File: config.mk
export PLATFORM = sky130hd
export DESIGN_NAME = long_mul_unit
export DESIGN_NICKNAME = d
export VERILOG_FILES = /design/src/rtl/long_mul_unit.sv
export SDC_FILE = /design/constraint.sdc
export NUM_CORES = 1
export LEC_CHECK = 0
export BUFFER_PORTS_ARGS = -buffer_cell sky130_fd_sc_hd__buf_2
export CORE_ASPECT_RATIO = 1.75
export CORE_MARGIN = 8
export CORE_UTILIZATION = 50
export DETAILED_ROUTE_END_ITERATION = 8
export PLACE_DENSITY = 0.76
export SYNTH_ARGS = -nofsm -noshare
export SYNTH_HDL_FRONTEND = slang
export SYNTH_SLANG_ARGS = --single-unit
File: constraint.sdc
create_clock -name clk -period 5.5 [get_ports clk]
set_input_delay 1.1 -clock clk [delete_from_list [all_inputs] [get_ports clk]]
set_output_delay 1.1 -clock clk [all_outputs]
set_load 0.1 [all_outputs]
File: src/rtl/long_mul_unit.sv
// ============================================================================
// Module   : long_mul_unit
// Brief    : 32x32->64 iterative shift-add multiplier (UMULL/SMULL) with
//            register-file writeback. Define LONG_MUL_ACCUM_EN for UMLAL/SMLAL.
// Revision : 1.0 - initial release
// ============================================================================
`default_nettype none

module long_mul_unit #(
  parameter int REG_AW = 4
) (
  input  logic              clk,
  input  logic              reset,
  input  logic              start,
  input  logic              is_signed,
  input  logic [31:0]       op_a,
  input  logic [31:0]       op_b,
  input  logic [REG_AW-1:0] rdlo,
  input  logic [REG_AW-1:0] rdhi,
`ifdef LONG_MUL_ACCUM_EN
  input  logic              accumulate,
  input  logic [63:0]       acc_in,
`endif
  output logic              busy,
  output logic              done,
  output logic              wb_we,
  output logic [REG_AW-1:0] wb_lo_addr,
  output logic [REG_AW-1:0] wb_hi_addr,
  output logic [63:0]       wb_data,
  output logic              res_n,
  output logic              res_z,
  output logic              addr_err
);

  typedef enum logic [1:0] {
    S_IDLE = 2'd0,
    S_CALC = 2'd1,
    S_FIX  = 2'd2,
    S_DONE = 2'd3
  } state_t;

  state_t            r_state;
  logic [5:0]        r_cnt;
  logic [63:0]       r_mcand;
  logic [31:0]       r_mplier;
  logic [63:0]       r_prod;
  logic              r_neg;
  logic [REG_AW-1:0] r_lo;
  logic [REG_AW-1:0] r_hi;

  logic [31:0]       w_mag_a;
  logic [31:0]       w_mag_b;
  logic [63:0]       w_fix;
  logic              w_addr_bad;

  // Magnitude of -2^31 is 0x8000_0000, which still fits as unsigned.
  assign w_mag_a = (is_signed && op_a[31]) ? (~op_a + 32'd1) : op_a;
  assign w_mag_b = (is_signed && op_b[31]) ? (~op_b + 32'd1) : op_b;

`ifdef LONG_MUL_ACCUM_EN
  logic [63:0] r_acc;
  assign w_fix = (r_neg ? (~r_prod + 64'd1) : r_prod) + r_acc;
`else
  assign w_fix = r_neg ? (~r_prod + 64'd1) : r_prod;
`endif

  // The PC (all-ones) and overlapping destinations cannot take a 64-bit write.
  assign w_addr_bad = (r_lo == r_hi) || (&r_lo) || (&r_hi);

  always_ff @(posedge clk) begin
    if (reset) begin
      r_state    <= S_IDLE;
      r_cnt      <= '0;
      r_mcand    <= '0;
      r_mplier   <= '0;
      r_prod     <= '0;
      r_neg      <= 1'b0;
      r_lo       <= '0;
      r_hi       <= '0;
`ifdef LONG_MUL_ACCUM_EN
      r_acc      <= '0;
`endif
      busy       <= 1'b0;
      done       <= 1'b0;
      wb_we      <= 1'b0;
      wb_lo_addr <= '0;
      wb_hi_addr <= '0;
      wb_data    <= '0;
      res_n      <= 1'b0;
      res_z      <= 1'b0;
      addr_err   <= 1'b0;
    end else begin
      unique case (r_state)
        S_IDLE: begin
          if (start) begin
            r_state  <= S_CALC;
            r_cnt    <= '0;
            r_mcand  <= {32'd0, w_mag_a};
            r_mplier <= w_mag_b;
            r_prod   <= '0;
            r_neg    <= is_signed & (op_a[31] ^ op_b[31]);
            r_lo     <= rdlo;
            r_hi     <= rdhi;
`ifdef LONG_MUL_ACCUM_EN
            r_acc    <= accumulate ? acc_in : 64'd0;
`endif
            busy     <= 1'b1;
          end
        end
        S_CALC: begin
          if (r_mplier[0]) begin
            r_prod <= r_prod + r_mcand;
          end
          r_mcand  <= {r_mcand[62:0], 1'b0};
          r_mplier <= {1'b0, r_mplier[31:1]};
          r_cnt    <= r_cnt + 6'd1;
          if (r_cnt == 6'd31) begin
            r_state <= S_FIX;
          end
        end
        S_FIX: begin
          r_state    <= S_DONE;
          r_prod     <= w_fix;
          wb_data    <= w_fix;
          res_n      <= w_fix[63];
          res_z      <= (w_fix == 64'd0);
          wb_lo_addr <= r_lo;
          wb_hi_addr <= r_hi;
          done       <= 1'b1;
          wb_we      <= ~w_addr_bad;
          addr_err   <= w_addr_bad;
        end
        S_DONE: begin
          r_state  <= S_IDLE;
          busy     <= 1'b0;
          done     <= 1'b0;
          wb_we    <= 1'b0;
          addr_err <= 1'b0;
        end
        default: r_state <= S_IDLE;
      endcase
    end
  end

endmodule

`default_nettype wire

Word-level counts from Yosys, hierarchy flattened

Cells that the tools add are included.

Add/subtract/negate cells: 5
Eq/ne operators: 8
Muxes and demuxes: 20
Bitwise gates (word level): 6
Reductions and logical operators: 17

Operators by type and width:

| cell                                                | count |
|---|---|
| 2-to-1 mux 64 bit                                   | 4 |
| one-hot mux 64 bit (3 select lines)                 | 1 |
| one-hot mux 64 bit (2 select lines)                 | 1 |
| 2-to-1 mux 32 bit                                   | 3 |
| adder 32 x 1 -> 32 bit, second input constant       | 2 |
| adder 64 x 1 -> 64 bit, second input constant       | 1 |
| adder 64 bit                                        | 1 |
| zero test 64 bit                                    | 1 |
| NOT 32 bit                                          | 2 |
| NOT 64 bit                                          | 1 |
| one-hot mux 32 bit (2 select lines)                 | 1 |
| one-hot mux 6 bit (2 select lines)                  | 1 |
| one-hot mux 1 bit (2 select lines)                  | 4 |
| one-hot mux 2 bit (4 select lines)                  | 1 |
| AND reduction 2 bit                                 | 4 |
| AND reduction 4 bit                                 | 2 |
| adder 6 x 1 -> 6 bit, second input constant         | 1 |
| equality test 6 x 5 -> 1 bit, second input constant | 1 |
| 2-to-1 mux 6 bit                                    | 1 |
| != test 2 bit, second input constant                | 3 |
| nonzero test 2 bit                                  | 3 |
| equality test 2 bit, second input constant          | 2 |
| equality test 4 bit                                 | 1 |
| 2-to-1 mux 2 bit                                    | 2 |
| other kinds (10)                                    | 12 |

Flip-flop bits (word level): 255
Input port bits: 76
Word-level logic and storage cells: 73

Logic depth before layout (Yosys ltp)

Gate-level depths: netlist of the first run.

Depth after elaboration: 5
Depth in mapped cells: 14

Worst setup path before layout of the first run

OpenSTA, ideal clock, no wires.

Path type: in2reg
Start point: in op_a[7]
End point: reg r_mcand[29]
Data arrival time: 3769 ps
Data required time: 5368 ps
Path slack: 1599 ps
Stages: 11
Path buffers: 0
Cells stage by stage: nor4_1 nand3_1 or4_1 or3_1 or3_1 or4_4 o31a_1 xnor2_1 nand2_1 o211ai_1 a21oi_1

Longest elaborated chain between the ends: 5

Ends and longest elaborated chain:

| element                             | RTL line | text |
|---|---|---|
| from (decl)                         | 16       | `input logic [31:0] op_a,` |
| NOT 32 bit                          | 57       | `assign w_mag_a = (is_signed && op_a[31]) ? (~op_a + 32'd1) : op_a;` |
| adder 32 x 1 -> 32 bit              | 57       |  |
| 2-to-1 mux 32 bit                   | 57       |  |
| 2-to-1 mux 64 bit                   | 95       | `if (start) begin` |
| one-hot mux 64 bit (2 select lines) | 93       | `unique case (r_state)` |
| to (signal assigned)                | 98       | `r_mcand <= {32'd0, w_mag_a};` |
| to (signal assigned)                | 114      | `r_mcand <= {r_mcand[62:0], 1'b0};` |
| to (decl)                           | 44       | `logic [63:0] r_mcand;` |

Every way passes these cells. The select of a mux whose other input is x is not followed.
A chain may end at the register's enable or synchronous reset.

Worst setup path after layout of the first run

Start point: reg r_prod[26]
End point: reg r_prod[63]

Longest elaborated chain between the ends: 4
Elaborated cells on any way between the ends: 6
Those cells by class: add/sub (2); mux (3); bitwise (1)

Ends and longest elaborated chain:

| element                                 | RTL line | text |
|---|---|---|
| from (decl)                             | 46       | `logic [63:0] r_prod;` |
| from (signal assigned)                  | 112      | `r_prod <= r_prod + r_mcand;` |
| from (signal assigned)                  | 123      | `r_prod <= w_fix;` |
| NOT 64 bit                              | 64       | `assign w_fix = r_neg ? (~r_prod + 64'd1) : r_prod;` |
| adder 64 x 1 -> 64 bit                  | 64       |  |
| 2-to-1 mux 64 bit                       | 64       |  |
| one-hot mux 64 bit (3 select lines) (*) | 93       |  |

Every way passes the cells marked *; elsewhere a longest branch is shown, timed or not. The select of a mux whose other input is x is not followed.

==> results.ini, run 1 <==
[outcome]
outcome=completed

[sta]
timing.final.crit_period_ns=4.26
finalSetupViolations=0
fin_skew_ns=0.0183
slew_headroom_pct=32.2
finalHoldViolCount=0
rsz0062_at_grt=no
tightest_slew_ns=1.02
tns_ns=0
fin_crit_sh_pct=77.5
fmax_mhz=235
post-route-worst-setup-slack_ns=1.24
drv_slew=0

[clock_network]
cts_setup_buffers=0
h-tree-depth=1
cts_made_buffers=26
holdBufCountCts=0
root_buffer=clkbuf_16
cts_tree=built
cts_buffer_depth=3
cts_sinks=254
path_clk_slew_ns=0.07
cts_resized=0
clk_latency_ns=0.56

[hold_path]
worstHoldPathType=register to register
worstHoldPathCells=2
hp-start=r_mplier[5]
hold_end=r_mplier[5]

[detailed_routing]
drtIter0Drc=878
wire_per_inst_um=19.8
final_antenna_net_count=0
totalWireLength_um=53100
drt-vias-per-instance=6.18
drt_drc_violations_left=0
vias=16500
first_pass_iters=6

[floorplan]
io_pins=154
die_w_um=153
fp.dieH_um=256
core_area_sq_um=32800
initial_utilization_pct=50.3
rows=88
dieArea_sq_um=39300

[logic_synthesis]
synth_seq_cells=254
ys.flop_type=dfxtp_1
yosys_warnings=0
synth_cell_types=78
synth-edff-count=0
syn_avg_cell_area_sq_um=7.52
synth_seq_area_share_pct=30.8
syn_area_sq_um=16500
syn_inst=2198
syn_nets=2347
postSynth.asyncResetShare_pct=0

[cells_and_area]
seqCellArea_sq_um=5090
drive_gt1_share_pct=11.2
fin_area_sq_um=18400
multi_input_area_sq_um=10800
fillers=3117
nets=2398
antennaDiodeCount=0
final_util_pct=56.0
synthToLayoutAreaGrowth_pct=11.3

[grt]
antenna_found_initial=0
grt_util_met3_pct=3.00
use_met2_pct=47.0
grtUsageMet1_pct=27.4
busiest_layer=met2
track_usage_pct=25.9
overflow=0
grt_pass1_wl_um=83800
grt_pass1_vias=16000
grt_max_degree=103

[critical_path]
arrival_ns=4.67
max_stage_delay_ns=0.63
path_cells=ha_1 > and2_0 > and3_1 > a221oi_1 > o31ai_1 > nor4_1 > buf_4 > o211ai_1 > nand2_1 > o21ai_1 > o22ai_1 > mux2i_1 > o21ai_0
critPathTopFamily=simple AND/OR/NAND/NOR gates
r2r_cells=13
regToRegSetupSlack_ns=1.24
r2r_start=r_prod[26]
worstSetupPathType=register to register
crit_fanout=11
end_kind=register
timing.rr.end=r_prod[63]
crit_required_ns=5.91
critPathSlowestCell=dfxtp_1
crit_buf_inv=1
cp-start-kind=register

[power_and_ir_drop]
power_density_nw_per_um2=450
finalPower_mw=8.28
ir_drop_mv=0.282
internal-power_mw=4.22
total_leakage_power_nw=7.47
combPwrFrac_pct=46.8
p_sw_share_pct=49.0
p_switching_mw=4.05
p_clk_share_pct=23.8
pwr-share-seq_pct=29.3

[place]
gp_congestion=0.989
place_area_sq_um=17400
port_buffers=153
dp_slack_ns=1.05
dp_hpwl_um=39900

[run]
cap_violations=0

synthesized netlist by cell type (45+ instances only):
cell | n | share of area [%]
xor2_1 | 94 | 5.0
xnor2_1 | 86 | 4.6
clkbuf_1 | 134 | 3.0
a21oi_1 | 202 | 6.1
dfxtp_1 | 254 | 31
nand2_1 | 338 | 7.7
o21ai_0 | 135 | 4.1
nor2_1 | 237 | 5.4
ha_1 | 72 | 5.5
a21o_1 | 56 | 2.5
a22oi_1 | 45 | 2.0
a211oi_1 | 58 | 2.6
worst reg2reg max path: cells and delay by family (launching register included):
| kind | cells | cell delay [ns] |
|---|---|---|
| fa+ha+maj | 1 | 0.41 |
| buf+inv | 1 | 0.27 |
| simple gates | 4 | 1.42 |
| mux | 1 | 0.19 |
| compound gates | 6 | 1.21 |
| flops | 1 | 0.63 |
kinds of logic (layout without fill, tap and decap cells):
kind of cell / after synthesis / count (layout) / synth area share, %
and+or+nand+nor: 809 / 809 / 22.3
buffers and inverters: 183 / 254 / 4.26
xor gates and xnor gates: 180 / 180 / 9.54
DFF: 254 / 254 / 30.8
muxes: 19 / 19 / 1.15
AOI/OAI and AO/OA: 680 / 680 / 26.4
adders and majority gates: 73 / 73 / 5.57
routing by layer:
layer	routed length [um]	part of all wire [%]	up-vias
met5	0	0	-
met4	3750	7.1	0
met3	2600	4.9	178
met2	27000	51	593
met1	19700	37	7767
li1	-	-	7999
sequential cells by signal, indices dropped and copies added, names as in the netlist:
| name | count |
|---|---|
| wb_data | 64 |
| r_neg | 1 |
| res_z | 1 |
| r_lo | 4 |
| r_prod | 64 |
| wb_hi_addr | 4 |
| busy | 1 |
| r_state | 2 |
| wb_we | 1 |
| r_mplier | 32 |
| wb_lo_addr | 4 |
| r_hi | 4 |
| done | 1 |
| r_cnt | 6 |
| addr_err | 1 |
| r_mcand | 64 |
stage by stage:
stage,cells,hold WS [ns]
after floorplan,2198,0.432
after detailed placement,2626,0.446
after CTS,2674,0.456
final,2674,0.455
after global placement,2626,0.439
after global routing,2674,0.474
placed cells by master, fill, tap and decap left out, types with 15 or more instances in the layout:
master and count:
nand2_1 338, nand4_1 39, nor2_1 235, a22oi_1 45
buf_4 22, nand2b_1 16, a211oi_1 58, ha_1 70
o22ai_1 17, a21o_1 56, o41ai_1 15, buf_2 152
nor4_1 22, o221ai_1 16, inv_1 28, o31ai_1 27
nand3_1 24, xnor2_1 86, dfxtp_1 253, o21ai_0 135
o211ai_1 27, a21oi_1 202, xor2_1 94, mux2i_1 19
nor3_1 37, clkbuf_16 26, or3_1 16
how the worst max path moves through the flow:
| stage | from | to | cells past startpoint |
|---|---|---|---|
| floorplan | op_a[7] | r_mcand[29] | 11 |
| global placement | op_a[1] | r_mcand[29] | 12 |
| detailed placement | op_a[1] | r_mcand[29] | 12 |
| CTS | r_prod[26] | r_prod[63] | 13 |
| global route | r_prod[26] | r_prod[63] | 13 |
| finish | r_prod[26] | r_prod[63] | 13 |
power groups by stage:
| stage | clock, mW | sequential, mW | combinational (mW) |
|---|---|---|---|
| global placement | 0 | 2.45 | 3.80 |
| floorplan | 0 | 3.43 | 1.91 |
| CTS | 2.00 | 2.42 | 3.86 |
| global route | 2.06 | 2.47 | 4.16 |
| detailed placement | 0 | 2.46 | 3.86 |
| finish | 1.97 | 2.43 | 3.88 |
layout make-up:
class / count / area share [%]
well taps: 405 / 2.76
multi-input cells: 1761 / 58.6
repair buffers: 176 / 5.21
clock buffers: 29 / 3.76
clock inverters: 19 / 1.39
flip-flops and latches: 254 / 27.7
inverters: 30 / 0.612
(Power assumes the default switching activity.)
==> inputs of run 2 (changes only) <==
--- a/config.mk
+++ b/config.mk
@@ -10,7 +10,7 @@
 export CORE_MARGIN = 8
 export CORE_UTILIZATION = 50
 export DETAILED_ROUTE_END_ITERATION = 8
-export PLACE_DENSITY = 0.76
+export PLACE_DENSITY = 0.79
 export SYNTH_ARGS = -nofsm -noshare
 export SYNTH_HDL_FRONTEND = slang
 export SYNTH_SLANG_ARGS = --single-unit
==> constraint.sdc (replaced) <==
create_clock -name clk -period 3.7 [get_ports clk]
set_input_delay 0.74 -clock clk [delete_from_list [all_inputs] [get_ports clk]]
set_output_delay 0.74 -clock clk [all_outputs]
set_load 0.1 [all_outputs]
==> run 2 against run 1 <==
Sequential share of layout area fell by 1.0 points. Die area is the same. Combinational power is 53% higher. First-iteration DRC count rose by 18%. Utilization rose by 2.2 points. Clock skew is 0.0026 ns higher. Maximum frequency rose by 17%. Critical path type unchanged. Critical endpoint is now r_prod[57]. Largest cell class unchanged. Sequential cell count is the same. Hold slack lost 0.036 ns. Routed wire length up 3.3%.
==> results.ini, run 2 (synthesis results as in run 1) <==
[critical_path]
arrival_ns=4.07
critical_path.startpoint=r_prod[24]
timing.rr.end=r_prod[57]
cp-start-kind=register
crit_required_ns=4.12
r2r_start=r_prod[24]
regToRegSetupSlack_ns=0.04
crit_fanout=8
endpoint=r_prod[57]
end_kind=register
r2r_cells=15
worstSetupPathType=register to register

[grt]
antenna_found_initial=1
grt_pass1_wl_um=86700
track_usage_pct=26.8
grt_max_degree=73
grt_pass1_vias=16700
overflow=0

[detailed_routing]
drtIter0Drc=1036
drt-vias-per-instance=6.13
totalWireLength_um=54900
wire_per_inst_um=19.8
first_pass_iters=9
final_antenna_net_count=0
vias=17000
drt_drc_violations_left=0

[clock_network]
cts_tree=built
path_clk_slew_ns=0.06
cts_buffer_depth=3
root_buffer=clkbuf_16
cts_made_buffers=26
holdBufCountCts=0
h-tree-depth=1
clk_latency_ns=0.57
cts_sinks=254

[sta]
fin_skew_ns=0.0209
slew_headroom_pct=30.5
finalSetupViolations=0
timing.final.crit_period_ns=3.66
drv_slew=0
fmax_mhz=274
tightest_slew_ns=1.04
rsz0062_at_grt=no
fin_crit_sh_pct=98.8
finalHoldViolCount=0

[floorplan]
dieArea_sq_um=39300
core_area_sq_um=32800
initial_utilization_pct=50.3
io_pins=154
rows=88
fp.dieH_um=256
die_w_um=153

[cells_and_area]
layout_commonest_cell=nand2_1
final_cell_mix=338 x nand2_1, 253 x dfxtp_1, 235 x nor2_1
drive_gt1_share_pct=14.8
reg_top3=r_mcand x64, r_prod x64, wb_data x64
nets=2496
synthToLayoutAreaGrowth_pct=15.7
fin_area_sq_um=19100

[place]
dp_hpwl_um=41900
port_buffers=153
gp_congestion=1.04
place_area_sq_um=18200

[power_and_ir_drop]
total_leakage_power_nw=7.95
power_density_nw_per_um2=646
ir_drop_mv=0.367
finalPower_mw=12.3

[hold_path]
worstHoldPathType=input port to register

[run]
cap_violations=0

[outcome]
outcome=completed

run 2: changes by cell type in the layout (fill, tap and decap cells not counted), sizes merged:
cell      previous run  this run
clkinv               7         9
bufinv               5         3
clkinvlp             4         0
buf                176       274
clkbuf              29        35
diode                0         2
inv                 33        30
run 2: stage by stage:
step / setup TNS (ns) / setup WS (ns) / utilization [%] / instances / hold WS (ns)
floorplan: 0 / 0.159 / - / 2198 / 0.432
global placement: -0.801 / -0.280 / 55.4 / 2724 / 0.439
detailed placement: -0.954 / -0.325 / 55.4 / 2724 / 0.448
CTS: 0 / 0.0715 / 58.1 / 2771 / 0.403
global route: 0 / 0.00404 / 58.2 / 2772 / 0.416
finish: 0 / 0.0442 / 58.2 / 2773 / 0.419
run 2: critical path, stage by stage (launching register included):
cell and delay [ns]:
dfxtp_1 0.49, ha_1 0.39, a21oi_1 0.22, o21ai_0 0.21, a221oi_1 0.32, buf_4 0.18
o31ai_1 0.11, nor4_1 0.39, buf_4 0.22, o211ai_1 0.13, nand2_1 0.23, buf_4 0.17
nor2_1 0.04, nor2_1 0.10, xor2_1 0.19, o221ai_1 0.12
run 2: layout make-up:
| type | count | area (sq um) |
|---|---|---|
| tap | 405 | 507 |
| clock buffer | 35 | 744 |
| timing repair buffer | 274 | 1690 |
| fill | 3033 | 13700 |
| clock inverter | 12 | 154 |
| inverter | 30 | 113 |
| antenna | 2 | 5.00 |
| sequential | 254 | 5090 |
| multi-input combinational | 1761 | 10800 |
run 2: how the worst min path moves through the flow:
| stage | endpoint | start | cells after the start | slack, ns |
|---|---|---|---|---|
| final | r_lo[0] | rdlo[0] | 3 | 0.42 |
| after global routing | r_hi[3] | rdhi[3] | 3 | 0.42 |
| after CTS | r_lo[0] | rdlo[0] | 3 | 0.40 |
| after detailed placement | r_mplier[26] | r_mplier[26] | 2 | 0.45 |
| after global placement | r_mplier[3] | r_mplier[3] | 2 | 0.44 |
| after floorplan | r_mplier[23] | r_mplier[23] | 2 | 0.43 |
run 2: layer usage:
layer	share of wire, %	GRT usage [%]	up-vias
li1	-	-	8186
met1	36	27.5	7976
met2	51	49.4	648
met3	5.6	3.72	198
met4	6.8	18.5	0
met5	0	0	-
run 2: timing repair:
action,in CTS,in global routing
resized for setup,1,5
setup endpoints to repair,2,15
pin swaps,0,1
buffers inserted,0,0
run 2: report_power, final:
group	total [mW]	internal (mW)	leakage, nW	switching, mW
Clock	2.81	1.62	0.449	1.18
Combinational	5.93	1.47	5.43	4.46
Sequential	3.61	3.23	2.06	0.378
Total	12.3	6.33	7.95	6.02
